**config.mk**
```make
export PLATFORM = sky130hd
export DESIGN_NAME = fb_scan_reader_flat
export DESIGN_NICKNAME = d
export VERILOG_FILES = /design/src/rtl/fb_scan_reader_if.sv /design/src/rtl/fb_scan_reader.sv /design/src/flat_wrapper.sv
export SDC_FILE = /design/constraint.sdc
export NUM_CORES = 1
export LEC_CHECK = 0
export CORE_MARGIN = 2
export CORE_UTILIZATION = 55
export CTS_CLUSTER_DIAMETER = 120
export DETAILED_ROUTE_END_ITERATION = 12
export PLACE_DENSITY = 0.79
export SYNTH_ARGS = -nofsm -noshare
export SYNTH_HDL_FRONTEND = slang
export SYNTH_SLANG_ARGS = --single-unit
```
**constraint.sdc**
```tcl
create_clock -name clk -period 7.7 [get_ports clk]
set_clock_uncertainty 0.15 [all_clocks]
set_input_delay 1.54 -clock clk [delete_from_list [all_inputs] [get_ports clk]]
set_output_delay 1.54 -clock clk [all_outputs]
set_load 0.02 [all_outputs]
```
**src/rtl/fb_scan_reader_if.sv**
```systemverilog
// Output stream of the frame scan reader: one word per handshake,
// with start-of-frame and end-of-line markers riding alongside.
interface fb_scan_reader_if #(
  parameter int unsigned DATA_WIDTH = 15
);
  logic [DATA_WIDTH-1:0] out_data;
  logic                  out_valid;
  logic                  out_ready;
  logic                  out_sof;
  logic                  out_eol;

  modport master (
    output out_data,
    output out_valid,
    output out_sof,
    output out_eol,
    input  out_ready
  );

  modport slave (
    input  out_data,
    input  out_valid,
    input  out_sof,
    input  out_eol,
    output out_ready
  );
endinterface

```
**src/rtl/fb_scan_reader.sv**
```systemverilog
// Read-side sequencer for the frame/result RAM. Sweeps addresses
// 0..FRAME_WORDS-1 on a start pulse, absorbs the one-cycle RAM read latency
// through a 2-entry FIFO and presents the words as a valid/ready stream.
module fb_scan_reader #(
  parameter int unsigned ADDRESS_WIDTH = 20,
  parameter int unsigned DATA_WIDTH    = 15,
  parameter int unsigned FRAME_WORDS   = 307200,
  parameter int unsigned LINE_WORDS    = 640
) (
  input  logic                     clk,
  input  logic                     rst,
  input  logic                     start,
  output logic                     busy,
  output logic                     done,
  output logic                     rd_en,
  output logic [ADDRESS_WIDTH-1:0] rd_addr,
  input  logic [DATA_WIDTH-1:0]    rd_data,
  fb_scan_reader_if.master         stream
);

  // One extra bit so a frame filling the whole address space does not alias.
  localparam int unsigned CNT_W = ADDRESS_WIDTH + 1;
  localparam int unsigned COL_W = (LINE_WORDS > 1) ? $clog2(LINE_WORDS) : 1;
  localparam logic [CNT_W-1:0] LAST_IDX = CNT_W'(FRAME_WORDS - 1);
  localparam logic [COL_W-1:0] LAST_COL = COL_W'(LINE_WORDS - 1);

  typedef enum logic [1:0] {
    IDLE  = 2'd0,
    RUN   = 2'd1,
    DRAIN = 2'd2
  } state_t;

  state_t state_q, state_d;
  logic   busy_q, busy_d;
  logic   done_q, done_d;

  logic [CNT_W-1:0]         issue_addr_q;
  logic [ADDRESS_WIDTH-1:0] rd_addr_q;
  logic                     pend_q;

  logic [DATA_WIDTH-1:0] fifo_q [2];
  logic                  wr_ptr_q;
  logic                  rd_ptr_q;
  logic [1:0]            count_q;

  logic [CNT_W-1:0] out_idx_q;
  logic [COL_W-1:0] col_q;

  logic       out_valid_c;
  logic       pop_c;
  logic       issue_c;
  logic       clear_issue_c;
  logic [2:0] occupancy_c;

  assign out_valid_c = (count_q != 2'd0);
  assign pop_c       = out_valid_c & stream.out_ready;

  // Next-state logic, issue decision and busy/done updates.
  always_comb begin
    state_d       = state_q;
    busy_d        = busy_q;
    done_d        = 1'b0;
    issue_c       = 1'b0;
    clear_issue_c = 1'b0;
    // Words that will occupy the FIFO after this edge, before any new issue.
    occupancy_c   = 3'(count_q) + 3'(pend_q) - 3'(pop_c);
    case (state_q)
      IDLE: begin
        if (start) begin
          state_d       = RUN;
          busy_d        = 1'b1;
          clear_issue_c = 1'b1;
        end
      end
      RUN: begin
        issue_c = (occupancy_c < 3'd2);
        if (issue_c && (issue_addr_q == LAST_IDX)) begin
          state_d = DRAIN;
        end
      end
      DRAIN: begin
        if (pop_c && (out_idx_q == LAST_IDX)) begin
          state_d = IDLE;
          busy_d  = 1'b0;
          done_d  = 1'b1;
        end
      end
      default: begin
        state_d = IDLE;
        busy_d  = 1'b0;
      end
    endcase
  end

  // State register with busy flag and done pulse.
  always_ff @(posedge clk) begin
    if (rst) begin
      state_q <= IDLE;
      busy_q  <= 1'b0;
      done_q  <= 1'b0;
    end else begin
      state_q <= state_d;
      busy_q  <= busy_d;
      done_q  <= done_d;
    end
  end

  // Issue address counter, last-issued address and read-pending flag.
  always_ff @(posedge clk) begin
    if (rst) begin
      issue_addr_q <= '0;
      rd_addr_q    <= '0;
      pend_q       <= 1'b0;
    end else begin
      pend_q <= issue_c;
      if (clear_issue_c) begin
        issue_addr_q <= '0;
      end else if (issue_c) begin
        issue_addr_q <= issue_addr_q + CNT_W'(1);
        rd_addr_q    <= issue_addr_q[ADDRESS_WIDTH-1:0];
      end
    end
  end

  // Two-entry FIFO capturing RAM data the cycle after each issue.
  always_ff @(posedge clk) begin
    if (rst) begin
      fifo_q[0] <= '0;
      fifo_q[1] <= '0;
      wr_ptr_q  <= 1'b0;
      rd_ptr_q  <= 1'b0;
      count_q   <= 2'd0;
    end else begin
      if (pend_q) begin
        fifo_q[wr_ptr_q] <= rd_data;
        wr_ptr_q         <= ~wr_ptr_q;
      end
      if (pop_c) begin
        rd_ptr_q <= ~rd_ptr_q;
      end
      count_q <= count_q + 2'(pend_q) - 2'(pop_c);
    end
  end

  // Output word index and column counters, advanced only on handshake.
  always_ff @(posedge clk) begin
    if (rst) begin
      out_idx_q <= '0;
      col_q     <= '0;
    end else if (pop_c) begin
      out_idx_q <= (out_idx_q == LAST_IDX) ? '0 : out_idx_q + CNT_W'(1);
      col_q     <= (col_q == LAST_COL) ? '0 : col_q + COL_W'(1);
    end
  end

  assign busy    = busy_q;
  assign done    = done_q;
  assign rd_en   = issue_c;
  assign rd_addr = issue_c ? issue_addr_q[ADDRESS_WIDTH-1:0] : rd_addr_q;

  assign stream.out_valid = out_valid_c;
  assign stream.out_data  = fifo_q[rd_ptr_q];
  assign stream.out_sof   = out_valid_c && (out_idx_q == '0);
  assign stream.out_eol   = out_valid_c && (col_q == LAST_COL);

endmodule

```
**src/flat_wrapper.sv**
```systemverilog
// flat-port wrapper written by rule: the top's interface ports become plain ports
module fb_scan_reader_flat 
#(
  parameter int unsigned ADDRESS_WIDTH = 20,
  parameter int unsigned DATA_WIDTH    = 15,
  parameter int unsigned FRAME_WORDS   = 307200,
  parameter int unsigned LINE_WORDS    = 640
)
  (clk, rst, start, busy, done, rd_en, rd_addr, rd_data, stream_out_data, stream_out_valid, stream_out_sof, stream_out_eol, stream_out_ready);
  fb_scan_reader_if #(.DATA_WIDTH(DATA_WIDTH)) stream_i ();
  input  logic clk;
  input  logic rst;
  input  logic start;
  output logic busy;
  output logic done;
  output logic rd_en;
  output logic [ADDRESS_WIDTH-1:0] rd_addr;
  input  logic [DATA_WIDTH-1:0] rd_data;
  output wire logic [$bits(stream_i.out_data)-1:0] stream_out_data;
  output wire logic [$bits(stream_i.out_valid)-1:0] stream_out_valid;
  output wire logic [$bits(stream_i.out_sof)-1:0] stream_out_sof;
  output wire logic [$bits(stream_i.out_eol)-1:0] stream_out_eol;
  input wire logic [$bits(stream_i.out_ready)-1:0] stream_out_ready;
  assign stream_out_data = stream_i.out_data;
  assign stream_out_valid = stream_i.out_valid;
  assign stream_out_sof = stream_i.out_sof;
  assign stream_out_eol = stream_i.out_eol;
  assign stream_i.out_ready = stream_out_ready;
  fb_scan_reader #(.ADDRESS_WIDTH(ADDRESS_WIDTH), .DATA_WIDTH(DATA_WIDTH), .FRAME_WORDS(FRAME_WORDS), .LINE_WORDS(LINE_WORDS)) u_core (.clk(clk), .rst(rst), .start(start), .busy(busy), .done(done), .rd_en(rd_en), .rd_addr(rd_addr), .rd_data(rd_data), .stream(stream_i));
endmodule
```
# Word-level counts from Yosys, hierarchy flattened
# Memories as Yosys holds them, arrays and structs flattened. A register that Yosys moved wholly into a read port is not among the register bits.
# Index checks and enable logic that the tools add are counted.
dict set report word_totals {
  reg_bits 81
  mem_bits_rw 30
  in_bits 19
  output_inout_bits 41
  word_cells 69
  mem_count 1
}
dict set report classes {
  addsub 7
  magnitude_cmp 1
  n_eq_ne 8
  mux 24
  n_bitwise 5
  reduce_logical 12
}
# name depth width rd rd_ports_with_merged_regs write_ports line
set mem_list {}
lappend mem_list {u_core.fifo_q 2 15 1 1 2 fb_scan_reader.sv:41} ;# logic [DATA_WIDTH-1:0] fifo_q [2];
# cell n
set ops {}
lappend ops {{adder 21 x 1 -> 21 bit (second input constant)} 2}
lappend ops {{== test 21 x 19 -> 1 bit (second input constant)} 2}
lappend ops {{zero test 21 bit} 1}
lappend ops {{two-way mux 21 bit} 1}
lappend ops {{two-way mux 20 bit} 1}
lappend ops {{two-way mux 1 bit} 15}
lappend ops {{two-way mux 15 bit} 1}
lappend ops {{OR reduction 15 bit} 1}
lappend ops {{adder 10 x 1 -> 10 bit (second input constant)} 1}
lappend ops {{== test 10 bit (second input constant)} 1}
lappend ops {{two-way mux 10 bit} 1}
lappend ops {{two-way mux 2 bit} 3}
lappend ops {{case mux 2 bit (3 select lines)} 1}
lappend ops {{AND reduction 3 bit} 2}
lappend ops {{logical AND 1 bit} 4}
lappend ops {{!= test 2 x 1 -> 1 bit (second input constant)} 2}
lappend ops {{NOT 1 bit} 4}
lappend ops {{OR reduction 2 bit} 2}
lappend ops {{adder 2 x 1 -> 3 bit} 1}
lappend ops {{less-than comparator 3 x 2 -> 1 bit (second input constant)} 1}
lappend ops {{case mux 1 bit (3 select lines)} 1}
lappend ops {{subtractor 3 x 1 -> 3 bit} 1}
lappend ops {{adder 2 x 1 -> 2 bit} 1}
lappend ops {{== test 2 x 1 -> 1 bit (second input constant)} 1}
lappend ops {{6 further kinds} 6}

# Longest topological paths before layout
dict set report logic_depth {
  depth_word 7
  ltp_mapped 13
  mapped_depth_nobuf 11
}

# Worst setup path before layout
# Ideal clock, no wire load.
dict set report synth_timing {
  path_kind {input to output}
  startpoint {input stream_out_ready}
  endpoint {output rd_addr[10]}
  arrival_ns 4.107
  required_time_ns 6.010
  path_slack_ns 1.903
  cell_stages 11
  n_path_buf 1
  path_cell_list {o21ai_1 > inv_2 > ha_1 > inv_1 > ha_1 > fa_1 > nor2b_1 > nand3_1 > inv_2 > buf_4 > mux2_2}
}
dict set report synth_via {
  elab_chain_cells 5
}
# element line
set synth_rtl {}
lappend synth_rtl {{start: declaration} flat_wrapper.sv:23} ;# input wire logic [$bits(stream_i.out_ready)-1:0] stream_out_ready;
lappend synth_rtl {{bitwise AND 1 bit} fb_scan_reader.sv:56} ;# assign pop_c = out_valid_c & stream.out_ready;
lappend synth_rtl {{net u_core.pop_c} fb_scan_reader.sv:50} ;# logic pop_c;
lappend synth_rtl {{subtractor 3 x 1 -> 3 bit} fb_scan_reader.sv:66} ;# occupancy_c = 3'(count_q) + 3'(pend_q) - 3'(pop_c);
lappend synth_rtl {{net u_core.occupancy_c[1]} fb_scan_reader.sv:53} ;# logic [2:0] occupancy_c;
lappend synth_rtl {{less-than comparator 3 x 2 -> 1 bit} fb_scan_reader.sv:76} ;# issue_c = (occupancy_c < 3'd2);
lappend synth_rtl {{two-way mux 1 bit} fb_scan_reader.sv:67} ;# case (state_q)
lappend synth_rtl {{net rd_en} flat_wrapper.sv:16} ;# output logic rd_en;
lappend synth_rtl {{two-way mux 20 bit} fb_scan_reader.sv:159} ;# assign rd_addr = issue_c ? issue_addr_q[ADDRESS_WIDTH-1:0] : rd_addr_q;
lappend synth_rtl {{end: declaration} flat_wrapper.sv:17} ;# output logic [ADDRESS_WIDTH-1:0] rd_addr;
# The timed path passes the listed nets, and every way through them passes these cells.

# Worst setup path in the final report
dict set report layout_timing {
  startpoint {input stream_out_ready}
  endpoint {output rd_addr[9]}
}
dict set report layout_via {
  elab_chain_cells 5
}
# element line
set layout_rtl {}
lappend layout_rtl {{bitwise AND 1 bit} fb_scan_reader.sv:56}
lappend layout_rtl {{net u_core.pop_c} fb_scan_reader.sv:50}
lappend layout_rtl {{subtractor 3 x 1 -> 3 bit} fb_scan_reader.sv:66}
lappend layout_rtl {{net u_core.occupancy_c[1]} fb_scan_reader.sv:53}
lappend layout_rtl {{less-than comparator 3 x 2 -> 1 bit} fb_scan_reader.sv:76}
lappend layout_rtl {{two-way mux 1 bit} fb_scan_reader.sv:67}
lappend layout_rtl {{two-way mux 20 bit} fb_scan_reader.sv:159}
# The timed path passes the listed nets, and every way through them passes these cells.

==> results by stage <==
Power:
- The switching power is ~0.43 mW.
- In this run the power density over the cells is 235 nW/um^2.
- The share of total power in the clock network is between 20% and 30%.
- In this run switching power makes up 30.8% of total power.
- The sequential share of power is 48.7%.
- The static leakage is 2.06 nW.
- Power comes to approximately 1.4 mW.
- Across the VDD grid, the largest voltage drop is 0.145 mV.
- Cell internal power was estimated by the tool at ~0.97 mW.
- Combinational cells account for about a quarter of the total power.

Route:
- The wire length after detailed routing is 10200 microns.
- In this run the remaining antenna-violating nets after routing total 0.
- The detail-routed net length per standard cell is 15.1 microns.
- The highest layer touched by signal routing is met4.
- The post-route met1 wirelength is 4430 microns.
- The routed design uses 5250 microns of met2 wire.
- The overall via count from detail_route is 3932.
- The initial detailed-routing violation count is 136.
- The met3 wire length is approximately 370 microns.
- Before antenna repair, the detailed router went through 4 iterations.
- The final routed DRC violation total is 0.
- The average vias per placed instance is roughly 5.8.

Clock network:
- Post-CTS repair changed the size of 0 cells.
- The TritonCTS clock tree is built.
- The total clock buffers created by CTS is 9.
- In this run the deepest clock path goes through 2 buffers.
- The count of buffers added by post-CTS timing repair for setup is 0.
- The count of clock tree sinks is ~110.
- After clock tree synthesis, the flow added hold-fix buffers numbering 0.
- Clock tree synthesis selected as its root buffer the cell sky130_fd_sc_hd__clkbuf_8.
- The H-tree level count is 3.
- The insertion delay to the later sink of the worst-skew pair is 370 ps.
- Clock-pin slew was measured on the worst setup and hold paths at 90 ps.

Synth:
- In this run, synthesis produced a sequential element count of 112.
- The share of the yosys chip area belonging to registers is between 40% and 50%.
- The fraction of registers with async set or reset after synthesis is 0%.
- The mean cell area of the mapped netlist is 10.0 sq um.
- Summing the areas of all compound-gate instances in the mapped netlist gives 8.81% of the synthesized area.
- Summing the areas of all fa, ha and maj instances in the mapped netlist gives 1.86% of the synthesized area.
- The area share of and/or/nand/nor cells after synthesis is 24.8%.
- Counting every net in the synthesized netlist gives 536.
- The most frequently used flop master after synthesis is sky130_fd_sc_hd__dfxtp_1.
- The count of unique library cells instantiated by Yosys is 51.
- The number of warnings printed during yosys synthesis is 0.
- The commonest cells after synthesis are sky130_fd_sc_hd__dfxtp_1 (82), sky130_fd_sc_hd__a21oi_1 (35), sky130_fd_sc_hd__mux2_2 (35), sky130_fd_sc_hd__nor2_1 (35), sky130_fd_sc_hd__and2_1 (34).
- Of the post-synthesis cell area, the dominant cell type holds 32.1%.
- The biggest area contributor in the post-synthesis netlist is sky130_fd_sc_hd__dfxtp_1.
- The portion of synthesized area spent on multiplexers is 7.71%.
- The parity-gate share of the synthesized area counting xor and xnor cells is 3.77%.
- Yosys attributes the largest share of cell area to sky130_fd_sc_hd__dfxtp_1 (32%), sky130_fd_sc_hd__edfxtp_1 (18%), sky130_fd_sc_hd__mux2_2 (7.7%).
- Among all cell types in the netlist, the one instantiated most often is sky130_fd_sc_hd__dfxtp_1.
- The synthesized design contains 30 enable-type register cells.
- The synthesized instance count is 510.
- The post-synthesis cell area is 5110 sq um.
- By area, the combinational part of the netlist is dominated by simple AND/OR/NAND/NOR gates.

Floorplanning:
- The floorplan has 35 rows.
- The horizontal die dimension is 100 microns.
- The floorplan step defined a die boundary enclosing approximately 10000 sq um.
- The initial standard-cell utilization of the core is a little under three fifths.
- For this design the top-level I/O count stands at 60.
- After floorplanning, the core was sized to cover 9110 sq um.
- The die boundary height is 100 microns.

Timing:
- The headroom to the max-slew limit is 49.4%.
- The minimum clock period is 7030 ps.
- The setup slack after layout is 670 ps.
- Setup violations remaining at the end of the flow were counted as 0.
- For the pin with the worst max-slew slack, the measured transition is 759 ps.
- For the final routed database, the setup TNS stands at 0 ps.
- The final cycle utilization of the critical path is 91.3%.
- The number of hold violations in the final report is 0.
- Derived from the worst setup path, the maximum achievable clock frequency is approximately 0.14 GHz.
- The count of pins over their slew limit came to 0.
- Setup repair after global routing left no endpoint under its margin.

Placed design:
- The placement-stage cell area is 5760 sq um.
- The routability-driven placement congestion ratio is roughly 0.9.
- The count of input and output buffers is 59.
- The wire-length estimate of the detail-placed layout is 7040 microns.
- Prior to clock tree synthesis, the placed netlist has a worst setup slack of 652 ps.

Cells and area:
- Counting the fill cells in the layout gives approximately 730.
- The fraction of final layout cells sized beyond drive strength 1 is between 10% and 20%.
- The finished cells cover 5950 sq um.
- The area growth from synthesis to final layout is 16.4%.
- The repair_antennas step left the layout with diodes totalling 0.
- The final-stage net count is between 500 and 600.

Setup path:
- The endpoint required time on the critical path is 6010 ps.
- The worst setup path is launched from a primary input.
- In this design, the stage delay of the slowest critical-path cell is 540 ps.
- The slowest stage of the critical path belongs to the cell sky130_fd_sc_hd__clkdlybuf4s50_1.
- The worst register-to-register path has a depth of 10.
- The worst setup path is captured at an output pin.
- The signal on the critical path passes through clkdlybuf4s50_1 > o21ai_1 > inv_2 > ha_1 > inv_1 > ha_1 > fa_1 > nor2b_1 > nand3_1 > buf_4 > inv_2 > mux2_2 > clkdlybuf4s50_1.
- The register-to-register path setup slack is 3670 ps.
- The number of buffers and inverters on the critical path is 6.
- In this run the critical register-to-register path is launched from u_core.count_q[1].
- The arrival time at the worst endpoint is 5340 ps.
- Counting buffers and inverters, the worst setup path is 13 cells deep.
- The category of the most critical setup path is in2out.
- The critical register-to-register path endpoint is u_core.issue_addr_q[16].
- The maximum fanout count along the critical path is 16.
- On the critical path the largest part of the delay comes from buffers and inverters.

GRT:
- The number of global-route vias before repair is 3759.
- Global routing finished with a remaining overflow of 0.
- In the global route stage, overall resource usage came out at 21.1%.
- The number of antenna violations at the first check in global routing came to 0.
- The global-route wire length before repair is 17000 microns.
- Entering global routing, the biggest net connects 45 pins.

Run status:
- The run finished with clean final reports.

Flow run:
- The max-cap violation count is 0.

Hold path:
- The hold path endpoint is u_core.out_idx_q[20].
- The class of the most critical hold timing path is reg2reg.
- The critical hold path startpoint is u_core.out_idx_q[20].
- The worst hold path was traced through 2 stages.
[layer usage]
metal	track usage [%]	vias up
li1	-	1931
met1	25.8	1905
met4	8.64	0
met5	0	-
met3	3.06	12
met2	37.2	84
[layout by cell type, fill, tap and decap left out, types with 2 or more instances in the layout]
master	Yosys	routed
sky130_fd_sc_hd__inv_1	13	13
sky130_fd_sc_hd__and4_1	6	6
sky130_fd_sc_hd__clkinvlp_4	0	2
sky130_fd_sc_hd__xnor2_1	12	12
sky130_fd_sc_hd__or2_2	2	2
sky130_fd_sc_hd__or3_1	15	15
sky130_fd_sc_hd__mux2_2	35	35
sky130_fd_sc_hd__nor4_1	6	6
sky130_fd_sc_hd__inv_2	2	2
sky130_fd_sc_hd__o21bai_1	2	2
sky130_fd_sc_hd__o21ai_0	14	14
sky130_fd_sc_hd__ha_1	6	6
sky130_fd_sc_hd__a21oi_1	35	35
sky130_fd_sc_hd__buf_4	3	4
sky130_fd_sc_hd__nand3_1	17	17
sky130_fd_sc_hd__nand2_1	27	27
sky130_fd_sc_hd__o41ai_1	2	2
sky130_fd_sc_hd__xor2_1	10	10
sky130_fd_sc_hd__nor2_1	35	35
sky130_fd_sc_hd__clkdlybuf4s50_1	0	59
sky130_fd_sc_hd__and2_1	34	34
sky130_fd_sc_hd__or4_1	15	15
sky130_fd_sc_hd__nor2b_1	24	24
sky130_fd_sc_hd__and3_1	3	3
sky130_fd_sc_hd__o31ai_1	14	14
sky130_fd_sc_hd__nand4_1	18	18
sky130_fd_sc_hd__edfxtp_1	30	30
sky130_fd_sc_hd__nor3b_1	2	2
sky130_fd_sc_hd__clkbuf_8	0	9
sky130_fd_sc_hd__nand4b_1	2	2
sky130_fd_sc_hd__nor3_1	6	6
sky130_fd_sc_hd__dfxtp_1	82	82
[power by group through the flow]
stage	Sequential (mW)	Combinational [mW]	Clock [mW]
floorplan	0.673	0.264	0
global placement	0.694	0.362	0
detailed placement	0.696	0.373	0
CTS	0.682	0.376	0.353
global route	0.688	0.403	0.378
finish	0.682	0.372	0.346
[per-stage QoR]
step,util [%],cells,hold slack (ps)
finish,65.3,677,334
global route,65.3,677,362
detailed placement,63.2,661,323
floorplan,-,510,299
global placement,63.2,661,312
CTS,65.3,677,336
[worst max path at each step]
stage,start,endpoint
floorplan,stream_out_ready,rd_addr[10]
global placement,stream_out_ready,rd_addr[10]
detailed placement,stream_out_ready,rd_addr[10]
CTS,stream_out_ready,rd_addr[9]
global route,stream_out_ready,rd_addr[10]
finish,stream_out_ready,rd_addr[9]
[flip-flops by register name, indices dropped and copies added (netlist names), 2 cells and up, named ones only]
name,cells
u_core.fifo_q,30
u_core.issue_addr_q,21
u_core.out_idx_q,21
u_core.count_q,2
u_core.rd_addr_q,20
u_core.state_q,2
u_core.col_q,10
[kinds of logic after synthesis]
| kind of cell | Yosys count |
|---|---|
| simple gates | 221 |
| fa+ha+maj | 7 |
| flops | 112 |
| buf+inv | 38 |
| xor+xnor | 22 |
| mux | 35 |
| compound gates | 75 |
[worst reg2reg max path: stages (launching register included)]
cell and delay, ps:
sky130_fd_sc_hd__dfxtp_1 410, sky130_fd_sc_hd__o21ai_1 550, sky130_fd_sc_hd__inv_2 240, sky130_fd_sc_hd__ha_1 340, sky130_fd_sc_hd__inv_1 40, sky130_fd_sc_hd__ha_1 180
sky130_fd_sc_hd__fa_1 480, sky130_fd_sc_hd__nor2b_1 220, sky130_fd_sc_hd__nand4_1 530, sky130_fd_sc_hd__or4_1 680, sky130_fd_sc_hd__a21oi_1 150
[area by class of cell]
cell class	count	area [sq um]	share of cell area [%]
Multi-Input combinational cell	360	2400	40.3
Timing Repair Buffer	63	621	10.4
Clock inverter	7	71.3	1.20
Sequential cell	112	2540	42.7
Inverter	15	56.3	0.946
Tap cell	111	139	2.33
Clock buffer	9	124	2.08
No activity file was read; power rests on OpenSTA's default activity.
